File: config.mk
export PLATFORM = sky130hd
export DESIGN_NAME = bpsk_word_link
export DESIGN_NICKNAME = d
export VERILOG_FILES = /design/src/rtl/bpsk_word_link.sv
export SDC_FILE = /design/constraint.sdc
export NUM_CORES = 1
export LEC_CHECK = 0
export BUFFER_PORTS_ARGS = -buffer_cell sky130_fd_sc_hd__buf_2
export CAP_MARGIN = 20
export CORE_ASPECT_RATIO = 0.7
export CORE_MARGIN = 2
export CORE_UTILIZATION = 30
export DETAILED_ROUTE_END_ITERATION = 8
export PLACE_DENSITY = 0.59
export SYNTH_ARGS = -nofsm -noshare
export SYNTH_HDL_FRONTEND = slang
export SYNTH_SLANG_ARGS = --single-unit
File: constraint.sdc
create_clock -name clk -period 2.4 [get_ports clk]
set_input_delay 0.12 -clock clk [delete_from_list [all_inputs] [get_ports clk]]
set_output_delay 0.12 -clock clk [all_outputs]
set_load 0.005 [all_outputs]
File: src/rtl/bpsk_word_link.sv
// rtl/bpsk_word_link.sv - BPSK word link: serialiser, noise adder, slicer, reassembly
// Optional bit-error counter enabled by defining BPSK_BIT_ERR_CNT_EN.

module bpsk_word_link #(
    parameter int DATA_W = 24,
    parameter int LANES  = 1,
    parameter int SYM_W  = 25,
    parameter int AMP    = 2**(SYM_W-2)
) (
    input  logic                     clk,
    input  logic                     reset,
    input  logic                     in_valid,
    output logic                     in_ready,
    input  logic [DATA_W-1:0]        in_data,
    input  logic [LANES*SYM_W-1:0]   noise,
    output logic [LANES*SYM_W-1:0]   sym_out,
    output logic                     sym_valid,
    output logic                     out_valid,
    output logic [DATA_W-1:0]        out_data,
    input  logic                     err_clr,
    output logic [15:0]              err_cnt
);
    localparam int BEATS = DATA_W / LANES;
    localparam int BW    = (BEATS > 1) ? $clog2(BEATS) : 1;
    localparam int IW    = (DATA_W > 1) ? $clog2(DATA_W) : 1;
    localparam logic [BW-1:0]           LAST_BEAT = BW'(BEATS - 1);
    localparam logic [SYM_W-1:0]        SYM_POS   = SYM_W'(AMP);
    localparam logic [SYM_W-1:0]        SYM_NEG   = SYM_W'(-AMP);
    localparam logic signed [SYM_W-1:0] SAT_MAX   = {1'b0, {(SYM_W-1){1'b1}}};
    localparam logic signed [SYM_W-1:0] SAT_MIN   = {1'b1, {(SYM_W-1){1'b0}}};

    typedef enum logic {IDLE, SEND} state_t;

    state_t            state;
    logic [BW-1:0]     beat;
    logic [DATA_W-1:0] tx_word;
    logic [DATA_W-1:0] rx_word;
    logic [DATA_W-1:0] rx_done;
    logic [LANES-1:0]  dec_bits;
    logic [LANES-1:0]  next_bits;
    logic [IW-1:0]     cur_idx;
    logic [IW-1:0]     next_idx;

    function automatic logic [LANES*SYM_W-1:0] map_syms(input logic [LANES-1:0] bits);
        logic [LANES*SYM_W-1:0] m;
        for (int k = 0; k < LANES; k++) begin
            m[k*SYM_W +: SYM_W] = bits[k] ? SYM_POS : SYM_NEG;
        end
        return m;
    endfunction

    // One extra bit of headroom makes the overflow check a simple sign-bit compare.
    for (genvar k = 0; k < LANES; k++) begin : g_lane
        logic signed [SYM_W-1:0] sym;
        logic signed [SYM_W-1:0] nse;
        logic signed [SYM_W:0]   sum;
        logic signed [SYM_W-1:0] sat;
        assign sym = sym_out[k*SYM_W +: SYM_W];
        assign nse = noise[k*SYM_W +: SYM_W];
        assign sum = {sym[SYM_W-1], sym} + {nse[SYM_W-1], nse};
        assign sat = (sum[SYM_W] != sum[SYM_W-1]) ? (sum[SYM_W] ? SAT_MIN : SAT_MAX)
                                                  : sum[SYM_W-1:0];
        assign dec_bits[k] = (sat >= 0);
    end

    always_comb begin
        cur_idx   = IW'(int'(beat) * LANES);
        next_idx  = IW'((int'(beat) + 1) * LANES);
        next_bits = '0;
        if (beat != LAST_BEAT) begin
            next_bits = tx_word[next_idx +: LANES];
        end
        rx_done = rx_word;
        rx_done[cur_idx +: LANES] = dec_bits;
    end

    always_ff @(posedge clk) begin
        if (reset) begin
            state     <= IDLE;
            beat      <= '0;
            tx_word   <= '0;
            rx_word   <= '0;
            in_ready  <= 1'b0;
            sym_out   <= '0;
            sym_valid <= 1'b0;
            out_valid <= 1'b0;
            out_data  <= '0;
        end else begin
            out_valid <= 1'b0;
            case (state)
                IDLE: begin
                    in_ready <= 1'b1;
                    if (in_valid && in_ready) begin
                        tx_word   <= in_data;
                        beat      <= '0;
                        state     <= SEND;
                        in_ready  <= 1'b0;
                        sym_out   <= map_syms(in_data[LANES-1:0]);
                        sym_valid <= 1'b1;
                    end
                end
                SEND: begin
                    rx_word[cur_idx +: LANES] <= dec_bits;
                    if (beat == LAST_BEAT) begin
                        out_data  <= rx_done;
                        out_valid <= 1'b1;
                        state     <= IDLE;
                        sym_valid <= 1'b0;
                        in_ready  <= 1'b1;
                    end else begin
                        beat    <= beat + BW'(1);
                        sym_out <= map_syms(next_bits);
                    end
                end
                default: state <= IDLE;
            endcase
        end
    end

`ifdef BPSK_BIT_ERR_CNT_EN
    localparam int CW = $clog2(LANES + 1);
    logic [LANES-1:0] cur_bits;
    logic [CW-1:0]    n_err;
    logic [16:0]      err_sum;

    assign cur_bits = tx_word[cur_idx +: LANES];

    always_comb begin
        n_err = '0;
        for (int k = 0; k < LANES; k++) begin
            n_err = n_err + CW'(dec_bits[k] ^ cur_bits[k]);
        end
        err_sum = {1'b0, err_cnt} + 17'(n_err);
    end

    always_ff @(posedge clk) begin
        if (reset) begin
            err_cnt <= '0;
        end else if (err_clr) begin
            err_cnt <= '0;
        end else if (state == SEND) begin
            err_cnt <= err_sum[16] ? 16'hFFFF : err_sum[15:0];
        end
    end
`else
    logic unused_err_clr;
    assign unused_err_clr = err_clr;
    assign err_cnt        = '0;
`endif

endmodule

==> out/summary.txt <==
Status: complete, no violations
CTS tree: yes
Worst path max stage delay: 410 ps
Synth area leader: dfxtp_1
Via density: 4.78
Via count: 3673
Design Power: 2.98 mW
Clock Path Buffers: 2
WS Path Type: register to register
Fin nets: 640
Synth Area in XOR/XNOR: 0.00636
Final Max Slew Viols: 0
CTS sink cnt: 83
Max-cap viol count: 0
WL final: 10.4 mm
Die width: 144 um
Crit. End Element: register
Critical-path cell list: inv_1, ha_2, or3b_1, a211oi_4, nor2_2, or3_1, a311oi_1
Critical Path Stages: 7
Final hold vios: 0
Critical-path top delay cell: or3b_1
Post-synthesis instance total: 523
Post-route ant nets: 0
Die area: 14700 um^2
CTS buffer count: 9
Crit-path max FO: 14
DR iter-0 viols: 252
Synth area leaders: dfxtp_1, a21oi_1, nand2_1
Post-synthesis sequential area ratio: 0.402
Hold endpoint: tx_word[13]$_SDFFE_PP0P_
Worst r2r path cells: 7
N_diodes: 0
Ports: 121
Delay-heaviest family, CP: simple AND/OR/NAND/NOR gates
LEAKAGE: 1.80 nW
DR WL/cell: 13.5 um
CTS root buf: clkbuf_16
Number of flops mapped to enable cells by yosys: 0
Die Y: 102 um
Post-synth top cells: dfxtp_1, nand2_1, a21oi_1, o21ai_0, buf_4
Worst Hold Class: primary input to register
Reg-to-Reg End: out_data[21]$_SDFFE_PP0P_
Layout filler cell count: 1416
# setup viols final: 0
Crit path arrival time: 2460 ps
Largest family of logic cells by synthesized area: simple AND/OR/NAND/NOR gates
CTS clk-pin slew, worst paths: 60 ps
Max VDD drop: 0.325 mV
Most common flop cell mapped by yosys: dfxtp_1
Port buffer count: 57
Pre-CTS setup slack: 153 ps
Row Count: 35
Worst EP required: 2640 ps
Internal reg-to-reg setup slack: 180 ps
Core Footprint: 13300 um^2
Top-area cell type share of the netlist area: 0.402
Initial antenna violation count: 0
Mux share of post-synthesis cell area: 0.0218
Cell with the most instances after synthesis: dfxtp_1
Relative slew slack: 0.472
Final GP Congestion: 0.816
Hold Path Depth: 3
Worst skew pair latency: 330 ps
Post-detail-place hpwl: 7.42 mm
Layout cells sized above 1: 0.185
Mean Syn Cell Area: 7.90 um^2
Ys async rst share: 0
Final Cycle Share: 0.923
#FFs+latches synth: 83
Worst slew pin tran: 792 ps
First-pass GRT wire length: 16.8 mm
Worst hold start: in_data[13]
Netlist Area Pre-Place: 4130 um^2
Vias in the first global route: 3293
Synth Area in Adders: 0.0230
Synth Area in Simple Gates: 0.228
Final setup margin: 184 ps
Starting density of the core: 0.310
DRT Pass-1 Iters: 5
Layout Skew: 5.67 ps
Reg2reg start: beat[0]$_SDFFE_PP0P_
Compound-Gate Fraction of Synth Area: 0.201
Total grt overflow: 0
YS warnings: 0
Largest net degree at the start of global routing: 43
Yosys cell types: 49
Worst path bufs/invs: 1
Setup TNS Final: 0 ps
Tmin final: 2220 ps
Pwr Density: 616 nW/um^2
Htree depth: 3
RSZ-0062 raised after global routing: no
Fmax: 0.451 GHz
Drt drc: 0
Setup crit start kind: register
# hold bufs at CTS: 0
Synth-to-Final Area Change: 17.0%
Total GRT Usage: 0.145
==> worst max-delay path by stage <==
stage / from / endpoint / slack, ps
6_report: beat[0]$_SDFFE_PP0P_ / out_data[21]$_SDFFE_PP0P_ / 180
5_1_grt: beat[0]$_SDFFE_PP0P_ / out_data[19]$_SDFFE_PP0P_ / 20
4_1_cts: beat[0]$_SDFFE_PP0P_ / rx_word[0]$_SDFFE_PP0P_ / 120
3_5_place_dp: beat[0]$_SDFFE_PP0P_ / out_data[22]$_SDFFE_PP0P_ / 150
3_3_place_gp: beat[0]$_SDFFE_PP0P_ / out_data[22]$_SDFFE_PP0P_ / 190
2_1_floorplan: beat[0]$_SDFFE_PP0P_ / out_data[18]$_SDFFE_PP0P_ / 20
==> logic make-up after synthesis <==
family          after synthesis
simple gates                196
compound gates              140
buf+inv                      84
flops                        83
mux                           9
fa+ha+maj                     7
xor+xnor                      3
other cells                   1
==> worst register-to-register path, delay by kind of cell, from the launching register on <==
family | cells | cell delay (ps)
and+or+nand+nor | 3 | 940
AOI/OAI and AO/OA | 2 | 550
DFF | 1 | 310
adders and majority gates | 1 | 240
buffers and inverters | 1 | 100
==> sequential cells by signal, summed over array words and instances, names as in the netlist <==
register,flops
out_data,24
rx_word,24
tx_word,24
beat,5
sym_out,2
in_ready,1
out_valid,1
state,1
sym_valid,1
==> per-layer routing <==
metal / GRT usage / wire [um]
met5: 0 / 0
met3: 0.0351 / 674
met1: 0.220 / 5470
met4: 0.0508 / 129
met2: 0.198 / 4110
==> report_power, final <==
part | internal, mW | leakage, nW | switching [mW]
registers | 1.41 | 0.672 | 0.0199
logic | 0.103 | 0.999 | 0.194
clock network | 0.723 | 0.126 | 0.528
total | 2.24 | 1.80 | 0.741
==> layout make-up <==
type / count / area (um^2) / share of cell area
tap: 185 / 231 / 0.0479
clock inverter: 2 / 12.5 / 0.00259
multi-input combinational: 394 / 2150 / 0.445
inverter: 9 / 33.8 / 0.00699
timing repair buffer: 83 / 493 / 0.102
sequential: 83 / 1660 / 0.344
clock buffer: 13 / 250 / 0.0518
==> what timing repair did <==
item,4_1_cts,5_1_grt
endpoints found under the hold margin,0,0
setup endpoints to repair,0,17
buffers inserted,0,4
resized for setup,0,4
==> stage by stage <==
stage / cells / hold slack [ps] / cell area [um^2] / util
2_1_floorplan: 561 / 256 / 4280 / -
3_3_place_gp: 750 / 362 / 4520 / 0.340
3_5_place_dp: 750 / 370 / 4520 / 0.340
4_1_cts: 765 / 15.0 / 4790 / 0.359
5_1_grt: 769 / 27.9 / 4830 / 0.363
6_report: 769 / 22.7 / 4830 / 0.363
==> placed cells by master (no fill, tap or decap), drive strengths merged, types with 3 or more instances in the layout <==
cell,netlist,layout
nand3,20,20
o41ai,3,3
inv,9,9
a311oi,13,13
a31oi,3,3
clkbuf,27,13
nand3b,4,4
a211oi,5,5
nor4,4,4
mux2i,9,9
buf,48,83
conb,1,39
a2111oi,4,4
or3,26,26
nor2,33,33
dfxtp,83,83
o21ai,43,43
ha,6,6
nor3,3,3
a21oi,63,63
nand2,82,82
nor2b,6,6
nand2b,5,5
Power figures use the tool's default switching activity.
